### src/rtl/fpu_pkg.sv
`default_nettype none
// +----------------------------------------------------------------------------+
// | fpu_pkg                                                                    |
// | Shared FP field widths, unpacked-operand types and the operand unpacker.   |
// | Config macro: FPU_DENORM_EN (gradual underflow instead of flush-to-zero).  |
// | Rev 1.0                                                                    |
// +----------------------------------------------------------------------------+
package fpu_pkg;

  localparam int EXP_W  = 8;
  localparam int FRAC_W = 23;
  localparam int MANT_W = FRAC_W + 4;
  localparam int BIAS   = 127;

  typedef struct packed {
    logic              sign;
    logic [EXP_W-1:0]  exp;
    logic [FRAC_W-1:0] frac;
  } fp_fields_t;

  typedef struct packed {
    logic              sign;
    logic [EXP_W-1:0]  exp;
    logic [MANT_W-1:0] mant;
  } fp_unpacked_t;

  // Builds {hidden, frac, G, R, S}; neg inverts the sign (used for B under subtraction).
  function automatic fp_unpacked_t fp_unpack(input logic [31:0] x, input logic neg);
    fp_fields_t   f;
    fp_unpacked_t u;
    f      = fp_fields_t'(x);
    u.sign = f.sign ^ neg;
`ifdef FPU_DENORM_EN
    u.exp  = (f.exp == '0) ? EXP_W'(1) : f.exp;
    u.mant = {(f.exp != '0), f.frac, 3'b000};
`else
    u.exp  = f.exp;
    u.mant = (f.exp == '0) ? '0 : {1'b1, f.frac, 3'b000};
`endif
    return u;
  endfunction

endpackage
`default_nettype wire

### src/rtl/fpu_align_shifter.sv
`default_nettype none
// +----------------------------------------------------------------------------+
// | fpu_align_shifter                                                          |
// | Combinational mantissa right shift; bits shifted out collapse into bit 0.  |
// | Rev 1.0                                                                    |
// +----------------------------------------------------------------------------+
module fpu_align_shifter
  import fpu_pkg::*;
(
  input  logic [MANT_W-1:0] mant_in,
  input  logic [EXP_W-1:0]  shamt,
  output logic [MANT_W-1:0] mant_out
);

  localparam logic [EXP_W-1:0] c_shamt_max = EXP_W'(MANT_W);

  logic [MANT_W-1:0] w_mask;
  logic [MANT_W-1:0] w_shr;
  logic              w_sticky;

  assign w_mask   = ~({MANT_W{1'b1}} << shamt);
  assign w_shr    = mant_in >> shamt;
  assign w_sticky = |(mant_in & w_mask);

  always_comb begin
    mant_out = {w_shr[MANT_W-1:1], w_shr[0] | w_sticky};
    if (shamt >= c_shamt_max) begin
      mant_out = {{(MANT_W-1){1'b0}}, |mant_in};
    end
  end

endmodule
`default_nettype wire

### src/rtl/fpu_align_stage.sv
`default_nettype none
// +----------------------------------------------------------------------------+
// | fpu_align_stage                                                            |
// | FP add/sub front end: unpack, magnitude swap, sticky-preserving alignment. |
// | Two-entry valid/ready pipeline. Config macro: FPU_DENORM_EN.               |
// | Rev 1.0                                                                    |
// +----------------------------------------------------------------------------+
module fpu_align_stage
  import fpu_pkg::*;
#(
  parameter int WIDTH  = 32,
  parameter int EXP_W  = 8,
  parameter int FRAC_W = 23
) (
  input  logic                clk,
  input  logic                arst_n,
  input  logic                in_valid,
  output logic                in_ready,
  input  logic [WIDTH-1:0]    a,
  input  logic [WIDTH-1:0]    b,
  input  logic                op,
  output logic                out_valid,
  input  logic                out_ready,
  output logic [FRAC_W+3:0]   mant_big,
  output logic [FRAC_W+3:0]   mant_small,
  output logic [EXP_W-1:0]    exp_big,
  output logic                sign_big,
  output logic                eff_sub,
  output logic                swap
);

  fp_unpacked_t w_ua;
  fp_unpacked_t w_ub;
  fp_unpacked_t w_big;
  fp_unpacked_t w_small;
  logic         w_swap;
  logic [EXP_W-1:0]  w_diff;
  logic [FRAC_W+3:0] w_shifted;

  logic              r_s1_v;
  logic [FRAC_W+3:0] r_s1_mant_big;
  logic [FRAC_W+3:0] r_s1_mant_small;
  logic [EXP_W-1:0]  r_s1_exp_big;
  logic [EXP_W-1:0]  r_s1_diff;
  logic              r_s1_sign;
  logic              r_s1_eff_sub;
  logic              r_s1_swap;
  logic              r_s2_v;

  logic w_s1_load;
  logic w_s1_adv;
  logic w_s2_open;

  assign w_ua = fp_unpack(a, 1'b0);
  assign w_ub = fp_unpack(b, op);

  // Compare on raw {exp,frac}; a tie keeps A as the big operand.
  assign w_swap  = b[WIDTH-2:0] > a[WIDTH-2:0];
  assign w_big   = w_swap ? w_ub : w_ua;
  assign w_small = w_swap ? w_ua : w_ub;
  assign w_diff  = w_big.exp - w_small.exp;

  assign w_s2_open = ~r_s2_v | out_ready;
  assign w_s1_adv  = r_s1_v & w_s2_open;
  assign in_ready  = ~r_s1_v | w_s1_adv;
  assign w_s1_load = in_valid & in_ready;
  assign out_valid = r_s2_v;

  always_ff @(posedge clk or negedge arst_n) begin
    if (!arst_n) begin
      r_s1_v          <= 1'b0;
      r_s1_mant_big   <= '0;
      r_s1_mant_small <= '0;
      r_s1_exp_big    <= '0;
      r_s1_diff       <= '0;
      r_s1_sign       <= 1'b0;
      r_s1_eff_sub    <= 1'b0;
      r_s1_swap       <= 1'b0;
    end else begin
      if (in_ready) begin
        r_s1_v <= in_valid;
      end
      if (w_s1_load) begin
        r_s1_mant_big   <= w_big.mant;
        r_s1_mant_small <= w_small.mant;
        r_s1_exp_big    <= w_big.exp;
        r_s1_diff       <= w_diff;
        r_s1_sign       <= w_big.sign;
        r_s1_eff_sub    <= a[WIDTH-1] ^ b[WIDTH-1] ^ op;
        r_s1_swap       <= w_swap;
      end
    end
  end

  fpu_align_shifter u_shifter (
    .mant_in  (r_s1_mant_small),
    .shamt    (r_s1_diff),
    .mant_out (w_shifted)
  );

  // Output registers only move when stage 2 is free, so they hold under backpressure.
  always_ff @(posedge clk or negedge arst_n) begin
    if (!arst_n) begin
      r_s2_v     <= 1'b0;
      mant_big   <= '0;
      mant_small <= '0;
      exp_big    <= '0;
      sign_big   <= 1'b0;
      eff_sub    <= 1'b0;
      swap       <= 1'b0;
    end else if (w_s2_open) begin
      r_s2_v <= r_s1_v;
      if (r_s1_v) begin
        mant_big   <= r_s1_mant_big;
        mant_small <= w_shifted;
        exp_big    <= r_s1_exp_big;
        sign_big   <= r_s1_sign;
        eff_sub    <= r_s1_eff_sub;
        swap       <= r_s1_swap;
      end
    end
  end

endmodule
`default_nettype wire

### config.mk
export PLATFORM = sky130hd
export DESIGN_NAME = fpu_align_stage
export DESIGN_NICKNAME = d
export VERILOG_FILES = /design/src/rtl/fpu_pkg.sv /design/src/rtl/fpu_align_shifter.sv /design/src/rtl/fpu_align_stage.sv
export SDC_FILE = /design/constraint.sdc
export NUM_CORES = 1
export LEC_CHECK = 0
export CELL_PAD_IN_SITES_DETAIL_PLACEMENT = 1
export CELL_PAD_IN_SITES_GLOBAL_PLACEMENT = 1
export CORE_MARGIN = 3
export CORE_UTILIZATION = 35
export CTS_CLUSTER_DIAMETER = 50
export DETAILED_ROUTE_END_ITERATION = 16
export GPL_TIMING_DRIVEN = 0
export PLACE_DENSITY_LB_ADDON = 0.1
export SLEW_MARGIN = 20
export SYNTH_ARGS = -nofsm -noshare
export SYNTH_HDL_FRONTEND = slang
export SYNTH_SLANG_ARGS = --single-unit
### constraint.sdc
create_clock -name clk -period 2.4 [get_ports clk]
set_input_delay 0.48 -clock clk [delete_from_list [all_inputs] [get_ports clk]]
set_output_delay 0.48 -clock clk [all_outputs]
set_load 0.1 [all_outputs]
==> results of run 1 <==
## layout make-up
class	count	share of cell area [%]
timing repair buffer	165	12.5
clock buffer	17	3.73
clock inverter	15	1.79
inverter	54	1.91
buffer	65	3.56
multi-input combinational	673	44.2
tap	313	3.44
sequential	131	28.8
## Yosys cell counts (7+ instances only)
cell type / instances / area, um^2
a222oi_1: 12 / 120
dfrtp_1: 131 / 3280
mux2i_1: 25 / 250
mux2_2: 40 / 450
a211oi_1: 9 / 67.6
buf_2: 9 / 45.0
o21ai_0: 97 / 485
clkbuf_1: 49 / 184
a31oi_1: 41 / 257
inv_1: 53 / 199
nand3_1: 17 / 85.1
nor4_1: 7 / 43.8
a21oi_1: 33 / 165
nor2_1: 76 / 285
ha_1: 31 / 388
a22o_1: 9 / 78.8
nand2_1: 150 / 563
mux4_2: 17 / 383
nand4_1: 8 / 50.1
nor3_1: 13 / 65.1
## worst paths after layout
kind,from,slack [ps],cells after the start,end
worst min register to register,r_s1_mant_big[21]$_DFFE_PN0P_,470,2,r_s1_mant_big[21]$_DFFE_PN0P_
worst min-delay path,a[22],290,3,r_s1_mant_small[25]$_DFFE_PN0P_
min in group asynchronous,arst_n,520,2,sign_big$_DFFE_PN0P_
worst max register to register,r_s1_diff[1]$_DFFE_PN0P_,90,10,mant_small[0]$_DFFE_PN0P_
worst max-delay path,b[19],-400,12,r_s1_mant_small[24]$_DFFE_PN0P_
max in group asynchronous,arst_n,1070,3,out_valid$_DFFE_PN0P_
## power groups by stage
stage / clock network [uW] / logic [uW] / registers [uW]
2_1_floorplan: 0 / 1780 / 4440
3_3_place_gp: 0 / 4570 / 3010
3_5_place_dp: 0 / 4620 / 3020
4_1_cts: 2910 / 4650 / 2980
5_1_grt: 2990 / 5110 / 3070
6_report: 2850 / 4810 / 3010
## stage by stage
stage	power (uW)	worst slack [ps]	hold slack, ps	cell area [um^2]	util, %
floorplan	6220	-591	184	8310	-
global route	11200	-527	311	11400	50.0
CTS	10500	-347	310	11200	49.0
detailed placement	7640	-1910	390	10100	44.2
global placement	7580	-5560	457	10000	44.0
finish	10700	-397	291	11400	50.0
## tightest hold or removal path: cells and delay by family
kind / cells / cell delay, ps
compound gates: 1 / 60
buf+inv: 2 / 140
## state kept, by name, indices dropped and copies added, names as in the netlist
register         flops
out_valid            1
r_s1_mant_big       24
exp_big              8
r_s1_swap            1
eff_sub              1
swap                 1
r_s1_sign            1
r_s1_v               1
r_s1_diff            8
sign_big             1
mant_big            24
r_s1_eff_sub         1
mant_small          27
r_s1_exp_big         8
r_s1_mant_small     24
## timing repair
item | 4_1_cts | 5_1_grt
pin swaps | 26 | 35
cloned | 0 | 1
hold buffers | 1 | 0
endpoints found under the hold margin | 42 | 0
gates resized for setup | 306 | 162
setup endpoints to repair | 183 | 77
setup buffers | 19 | 11
## metal layers
| metal | wire length [um] | track usage, % | up-vias |
|---|---|---|---|
| met2 | 15300 | 40.7 | 231 |
| met3 | 1490 | 3.47 | 39 |
| li1 | - | - | 3684 |
| met5 | 0 | 0 | - |
| met4 | 666 | 7.72 | 0 |
| met1 | 13500 | 32.5 | 4072 |
## kinds of logic after synthesis
group / after synthesis / synth area share [%]
buf+inv: 122 / 5.92
fa+ha+maj: 31 / 4.74
other cells: 1 / 0.0458
xor+xnor: 7 / 0.750
mux: 83 / 13.4
compound gates: 239 / 18.3
simple gates: 310 / 16.8
flops: 131 / 40.1
==> key figures, run 1 <==
Power
  – Gate power share: 45.1%
  – Leakage: 0.00518 uW
  – Peak supply drop: 480 uV
  – Sw frac: 45.4%
  – P_sw: 4850 uW
  – Part of the power in registers: 28.2%
  – PD cells: 936 nW/um^2
  – Power Internal: 5820 uW
  – Clk pwr share: 26.7%

Route
  – Routed WL: 31000 um
  – # DRC: 0
  – Per-cell routed wire length: 21.7 um
  – Post-DR vias/cell: 5.60
  – DRT Pass-1 Iters: 5
  – DR iter-0 viols: 547
  – Final ANT Viol Nets: 0
  – Via count: 8026

Clocking
  – Clock Sinks: 131
  – Root buffer cell: clkbuf_16
  – CTS Buf Count: 17
  – Max H-tree Level: 4
  – CTS tree: built
  – Clock Path Buffers: 2
  – Worst-skew pair later-pin latency: 430 ps
  – Clock slew at reported path FFs: 60 ps

Worst setup path
  – CP arrival: 3090 ps
  – Worst path top cell family by delay: simple AND/OR/NAND/NOR gates
  – Buffers & Inverters on Critical Path: 5
  – Critical path peak fanout: 5
  – Startpoint Class: input pin
  – Cell breakdown of the critical path: buf_2 -> ha_4 -> nand4_1 -> or4_4 -> a21oi_4 -> o22ai_4 -> buf_4 -> buf_6 -> and3_4 -> buf_8 -> a222oi_1 -> inv_1
  – CP Class: input pin to register
  – Worst setup EP type: register
  – Critical Path Max Stage Delay: 590 ps
  – WP data required: 2700 ps
  – Slowest CP cell: or4_4

Timing
  – Worst setup margin: -397 ps
  – Final Cycle Share: 117%
  – TNS Setup: -8640 ps
  – Max frequency: 357 MHz
  – Crit path time final: 2800 ps
  – Hold Vio Cnt, Final: 0
  – Setup violations, final: 62
  – Skew final: 6.87 ps
  – RSZ-0062 raised after global routing: yes
  – Slew @ Worst Pin: 974 ps
  – Pins Over Slew Limit: 0
  – Max-slew headroom: 35.3%

Global routing
  – Total congestion overflow: 0
  – Largest net degree at the start of global routing: 90
  – First-pass GRT wire length: 48500 um
  – Vias in the first global route: 8444
  – Total GRT Usage: 24.3%
  – Initial antenna violation count: 0

Floorplanning
  – Die area: 25200 um^2
  – I/O Pins: 136
  – Row Count: 55
  – Die H: 159 um
  – Starting Density: 35.9%
  – Core ar.: 22800 um^2
  – Die X: 159 um

Layout
  – Nets: 1207
  – Fin cells: 1433
  – Commonest non-fill, non-tap cell in the layout: nand2_1
  – Share of cells above drive strength 1: 27.7%
  – Fillers: 2608
  – Register area: 3280 um^2
  – Ant diodes: 0
  – Commonest cells after routing, fill and taps aside: nand2_1, dfrtp_1, o21ai_0
  – Multi-input gate area: 5040 um^2
  – P&R area growth vs syn: 39.3%

Outcome
  – Status: finished with violations
  – Violated checks: negative setup slack

Synth
  – Top_reg_cell synth: dfrtp_1
  – Post-synthesis instance area: 8180 um^2
  – Syn Area/Cell: 8.85 um^2
  – Post-synth EDFFs: 0
  – Synth async-reset ratio: 100%
  – Seq/Total Area, Yosys: 40.1%
  – Post-synthesis cell type count: 59
  – Yosys reg bits: 131
  – Number of synthesis warnings: 0
  – Syn Inst Count: 924

Placed design
  – Port Buffer Count: 132
  – Placed cells: 1372
  – DP Wirelength: 22100 um
  – Routability cong.: 0.887

Hold path
  – Type of the worst min-delay path: input pin to register

Flow run
  – Max_cap viols: 0
Note: power is estimated with default switching activity, not from simulation.
==> run 2: changes to the inputs <==
--- a/config.mk
+++ b/config.mk
@@ -5,14 +5,12 @@
 export SDC_FILE = /design/constraint.sdc
 export NUM_CORES = 1
 export LEC_CHECK = 0
-export CELL_PAD_IN_SITES_DETAIL_PLACEMENT = 1
-export CELL_PAD_IN_SITES_GLOBAL_PLACEMENT = 1
 export CORE_MARGIN = 3
 export CORE_UTILIZATION = 35
 export CTS_CLUSTER_DIAMETER = 50
 export DETAILED_ROUTE_END_ITERATION = 16
+export GPL_ROUTABILITY_DRIVEN = 0
 export GPL_TIMING_DRIVEN = 0
-export PLACE_DENSITY_LB_ADDON = 0.1
 export SLEW_MARGIN = 20
 export SYNTH_ARGS = -nofsm -noshare
 export SYNTH_HDL_FRONTEND = slang
==> key figures, run 2 (synthesis gave the netlist of run 1 again) <==
Floorplanning
  – Die H: 159 um
  – Row Count: 55
  – Starting Density: 35.9%
  – I/O Pins: 136
  – Die X: 159 um
  – Core ar.: 22800 um^2
  – Die area: 25200 um^2

Layout
  – Cell area after layout: 12100 um^2
  – Largest reg by FF count: mant_small
  – Fin cells: 1451
  – Share of cells above drive strength 1: 30.1%
  – Commonest non-fill, non-tap cell in the layout: nand2_1
  – P&R area growth vs syn: 47.7%
  – Commonest cells after routing, fill and taps aside: nand2_1, dfrtp_1, dlygate4sd2_1
  – Number of flip-flops in the largest register: 27
  – Nets: 1225
  – Ant diodes: 0

Clocking
  – CTS tree: built
  – Clock slew at reported path FFs: 60 ps
  – Clock Path Buffers: 2
  – Max H-tree Level: 4
  – Worst-skew pair later-pin latency: 430 ps
  – Clock Sinks: 131
  – Root buffer cell: clkbuf_16
  – CTS Buf Count: 17

Global routing
  – First-pass GRT wire length: 46800 um
  – Initial antenna violation count: 0
  – Vias in the first global route: 8275
  – Largest net degree at the start of global routing: 86
  – Total GRT Usage: 23.1%
  – Total congestion overflow: 0

Timing
  – TNS Setup: -17090 ps
  – Min Hold Slack: 314 ps
  – RSZ-0062 raised after global routing: yes
  – Setup violations, final: 65
  – Slew @ Worst Pin: 982 ps
  – Skew final: 12.5 ps
  – Hold Vio Cnt, Final: 0
  – Final Cycle Share: 120%
  – Max frequency: 347 MHz
  – Crit path time final: 2880 ps
  – Pins Over Slew Limit: 0
  – Worst setup margin: -480 ps
  – Max-slew headroom: 34.8%

Worst setup path
  – Startpoint Class: input pin
  – WP data required: 2760 ps
  – Critical path peak fanout: 5
  – Worst setup EP type: register
  – CP arrival: 3240 ps
  – CP Class: input pin to register

Outcome
  – Violated checks: negative setup slack
  – Status: finished with violations

Flow run
  – Max_cap viols: 0

Power
  – Peak supply drop: 528 uV
  – Leakage: 0.00545 uW
  – PD cells: 902 nW/um^2

Route
  – Routed WL: 30200 um
  – Final ANT Viol Nets: 0
  – Via count: 8261
  – DRT Pass-1 Iters: 7
  – Per-cell routed wire length: 20.8 um
  – Post-DR vias/cell: 5.69
  – DR iter-0 viols: 832
  – # DRC: 0

Placed design
  – Placed cells: 1372
  – Port Buffer Count: 132
  – Post-DP Area: 10100 um^2
  – DP Wirelength: 20100 um

Hold path
  – Type of the worst min-delay path: input pin to register
run 2: cell type report:
type / instances / area, um^2
buffer: 66 / 477
clock buffer: 21 / 460
clock inverter: 11 / 175
fill: 2007 / 10700
inverter: 54 / 210
multi-input combinational: 674 / 5290
sequential: 131 / 3280
tap: 313 / 392
timing repair buffer: 181 / 1790
run 2: repair_timing:
action	CTS	global route
endpoints found under the hold margin	46	0
pin swaps	58	39
setup buffers	29	9
gates resized for setup	471	76
hold buffers	1	0
setup endpoints to repair	168	84
cloned	9	2
run 2: routing by layer:
| metal | vias up | GRT usage, % | part of all wire [%] |
|---|---|---|---|
| met5 | - | 0 | 0 |
| met4 | 0 | 10.4 | 4.3 |
| met3 | 94 | 4.20 | 6.6 |
| met2 | 426 | 37.2 | 48 |
| met1 | 4008 | 30.5 | 41 |
| li1 | 3733 | - | - |
run 2: final timing paths:
| kind | from | endpoint | slack (ps) | depth (start not counted) |
|---|---|---|---|---|
| max | a[5] | r_s1_diff[7]$_DFFE_PN0P_ | -480 | 13 |
| min | a[19] | r_s1_mant_small[22]$_DFFE_PN0P_ | 310 | 3 |
| max reg2reg | r_s1_diff[0]$_DFFE_PN0P_ | mant_small[1]$_DFFE_PN0P_ | 70 | 6 |
| min reg2reg | mant_small[0]$_DFFE_PN0P_ | mant_small[0]$_DFFE_PN0P_ | 460 | 2 |
| max in group asynchronous | arst_n | r_s1_exp_big[5]$_DFFE_PN0P_ | 1120 | 3 |
| min in group asynchronous | arst_n | r_s1_eff_sub$_DFFE_PN0P_ | 530 | 2 |
run 2: per-stage QoR:
step                      util (%)  setup slack (ps)  total power (uW)
after floorplan                  -              -591              6220
after global placement        44.0             -5450              7500
after detailed placement      44.2             -1570              7540
after CTS                     51.5              -314             10700
after global routing          53.0              -592             11300
final                         53.0              -480             10900
run 2: report_power, final:
group | internal (uW) | switching, uW | total, uW | leakage (uW)
clock | 1800 | 1050 | 2850 | 0.000304
sequential | 2630 | 379 | 3010 | 0.00165
combinational | 1620 | 3410 | 5030 | 0.00349
total | 6050 | 4840 | 10900 | 0.00545
run 2: critical path, cell delays in order:
cell             delay (ps)
clkdlybuf4s15_1         240
inv_1                    80
ha_1                    310
o21ai_0                 210
nor2_1                  100
o31ai_2                 300
a21oi_4                 110
o22ai_4                 210
buf_12                  160
mux2i_4                 270
o221ai_4                140
or4_1                   530
nand3_1                  80
==> run 3: changes to the inputs <==
--- a/config.mk
+++ b/config.mk
@@ -14,4 +14,5 @@
 export SLEW_MARGIN = 20
 export SYNTH_ARGS = -nofsm -noshare
 export SYNTH_HDL_FRONTEND = slang
+export SYNTH_HIERARCHICAL = 1
 export SYNTH_SLANG_ARGS = --single-unit
==> key figures, run 3 <==
Layout
  – P&R area growth vs syn: 49.5%
  – Post-layout util: 54.0%
  – Commonest cells after routing, fill and taps aside: dfrtp_1, nor2_1, mux2_2
  – Share of cells above drive strength 1: 40.2%
  – Fin cells: 1460
  – Cell area after layout: 12900 um^2
  – Multi-input gate area: 6020 um^2
  – Largest reg by FF count: mant_small
  – Number of flip-flops in the largest register: 27
  – Commonest non-fill, non-tap cell in the layout: dfrtp_1
  – Nets: 1228
  – Ant diodes: 0
  – Fillers: 2133
  – Register area: 3290 um^2

Outcome
  – Status: finished with violations
  – Violated checks: negative setup slack

Route
  – Routed WL: 30200 um
  – Final ANT Viol Nets: 0
  – Per-cell routed wire length: 20.7 um
  – DR iter-0 viols: 866
  – Via count: 8369
  – Post-DR vias/cell: 5.73
  – DRT Pass-1 Iters: 6
  – # DRC: 0

Synth
  – Post-Synth XOR/XNOR Area: 0.407%
  – Simple-gate area share of the yosys netlist: 15.6%
  – Yosys reg bits: 131
  – Area share of fa/ha/maj cells after synthesis: 4.74%
  – Top_reg_cell synth: dfrtp_1
  – Compound-cell area share of the yosys netlist: 17.8%
  – Syn Inst Count: 904
  – Post-synthesis instance area: 8610 um^2
  – Most frequent cells after synthesis: dfrtp_1, nor2_1, mux2_2, inv_1, nand2_1
  – Syn Area/Cell: 9.52 um^2
  – Mux contribution to synthesized area: 16.4%
  – Cell with the most instances after synthesis: dfrtp_1
  – Largest family of logic cells by synthesized area: compound AO/OA/AOI/OAI gates
  – Post-synth EDFFs: 0
  – Synth area leaders: dfrtp_1, mux2_2, nor2_1
  – Number of synthesis warnings: 6
  – Post-synthesis cell type count: 77
  – Post-synth top area share: 38.1%
  – Seq/Total Area, Yosys: 38.1%
  – Cell accounting for the most synthesized area: dfrtp_1
  – Synth async-reset ratio: 100%

Power
  – Part of the power in registers: 26.3%
  – Sw frac: 48.3%
  – Gate power share: 51.6%
  – Clk pwr share: 22.1%
  – Peak supply drop: 649 uV
  – Power Internal: 6130 uW
  – P_sw: 5730 uW
  – Leakage: 0.00571 uW
  – PD cells: 922 nW/um^2

Timing
  – Setup violations, final: 55
  – Slew @ Worst Pin: 1130 ps
  – Max-slew headroom: 24.0%
  – RSZ-0062 raised after global routing: yes
  – Final Cycle Share: 111%
  – Hold Vio Cnt, Final: 0
  – Skew final: 10.4 ps
  – Crit path time final: 2660 ps
  – Max frequency: 377 MHz
  – Pins Over Slew Limit: 0
  – Worst setup margin: -256 ps

Worst setup path
  – WP data required: 2740 ps
  – CP Class: input pin to register
  – FF-to-FF path depth: 9
  – Critical path peak fanout: 7
  – CP arrival: 2990 ps
  – Worst setup EP type: register
  – Startpoint Class: input pin

Placed design
  – DP Wirelength: 20200 um
  – Port Buffer Count: 132
  – Post-DP Area: 10600 um^2
  – Placed cells: 1372
  – Setup WS pre-CTS: -1620 ps

Clocking
  – Clock Sinks: 131
  – Worst-skew pair later-pin latency: 440 ps
  – CTS Buf Count: 17
  – Clock slew at reported path FFs: 70 ps
  – Clock Path Buffers: 2
  – CTS tree: built
  – Root buffer cell: clkbuf_16
  – Max H-tree Level: 4

Floorplanning
  – Starting Density: 36.1%
  – Row Count: 56
  – Core ar.: 23800 um^2
  – Die X: 163 um
  – Die area: 26500 um^2
  – I/O Pins: 136
  – Die H: 163 um

Global routing
  – Total GRT Usage: 21.9%
  – Initial antenna violation count: 0
  – M3 GR Usage: 3.97%
  – Largest net degree at the start of global routing: 94
  – Total congestion overflow: 0
  – GR Util met2: 35.5%
  – GR peak layer: met2
  – First-pass GRT wire length: 45800 um
  – Met1 Use GR: 29.9%
  – Vias in the first global route: 8312

Flow run
  – Max_cap viols: 0

Hold path
  – Type of the worst min-delay path: input pin to register
  – Hold Crit Depth: 3
run 3: cell types whose count changed after synthesis, sizes merged, moves of 12 or more:
cell / previous run / this run
a221oi: 4 / 28
a31oi: 41 / 3
inv: 53 / 65
mux2: 40 / 79
nand2: 150 / 57
nor2: 76 / 108
o21ai: 100 / 40
run 3: path summary, 6_finish.rpt:
path	end	slack, ps	start
min in group asynchronous	mant_big[5]$_DFFE_PN0P_	510	arst_n
setup reg to reg	mant_small[0]$_DFFE_PN0P_	-30	r_s1_diff[0]$_DFFE_PN0P_
setup / recovery	r_s1_diff[6]$_DFFE_PN0P_	-260	a[10]
hold reg to reg	r_s1_exp_big[1]$_DFFE_PN0P_	480	r_s1_exp_big[1]$_DFFE_PN0P_
max in group asynchronous	out_valid$_DFFE_PN0P_	1110	arst_n
hold / removal	r_s1_mant_big[15]$_DFFE_PN0P_	280	a[12]
run 3: power by group through the flow:
stage | registers (uW) | clock network (uW) | logic [uW]
after CTS | 3090 | 2670 | 5570
after global routing | 3180 | 2760 | 6430
after floorplan | 4750 | 0 | 2250
after detailed placement | 3130 | 0 | 5370
final | 3120 | 2620 | 6120
after global placement | 3130 | 0 | 5340
run 3: through the flow:
step                total power [uW]  TNS, ps  hold WS, ps
finish                         11900    -6040          279
global route                   12400   -11860          293
CTS                            11300    -4380          255
detailed placement              8490  -103030          381
global placement                8460  -696880          463
floorplan                       7000   -12200          184
run 3: cell families after synthesis:
group,count (synthesis)
AO/OA/AOI/OAI,212
XOR/XNOR,4
adder cells (fa/ha/maj),33
buffers and inverters,132
flip-flops,131
multiplexers,115
other,1
AND/OR/NAND/NOR,276
run 3: critical path: stages:
cell and delay, ps:
buf_6 110, inv_2 60, ha_4 200, buf_4 130, a21oi_1 170, o21ai_0 160, a22oi_2 290, nand4_4 150
buf_12 170, nand2_8 100, mux2_4 360, a211oi_4 280, nor4_2 90, o31ai_2 210
run 3: layout make-up:
class / count / area share (%)
buffer: 61 / 3.65
clock buffer: 17 / 3.31
clock inverter: 15 / 1.23
inverter: 65 / 2.12
multi-input combinational: 658 / 46.8
sequential: 131 / 25.5
tap: 319 / 3.10
timing repair buffer: 194 / 14.3
run 3: repair_timing:
item / in CTS / in global routing
hold buffers: 1 / 0
pin swaps: 58 / 69
endpoints found under the setup margin: 131 / 84
setup buffers: 43 / 22
cloned: 1 / 4
hold endpoints to repair: 38 / 0
resized for setup: 464 / 170
run 3: metal layers:
layer	share of wire, %	vias up
met2	47	406
met1	43	4100
met5	0	-
met3	7.1	54
li1	-	3809
met4	2.6	0
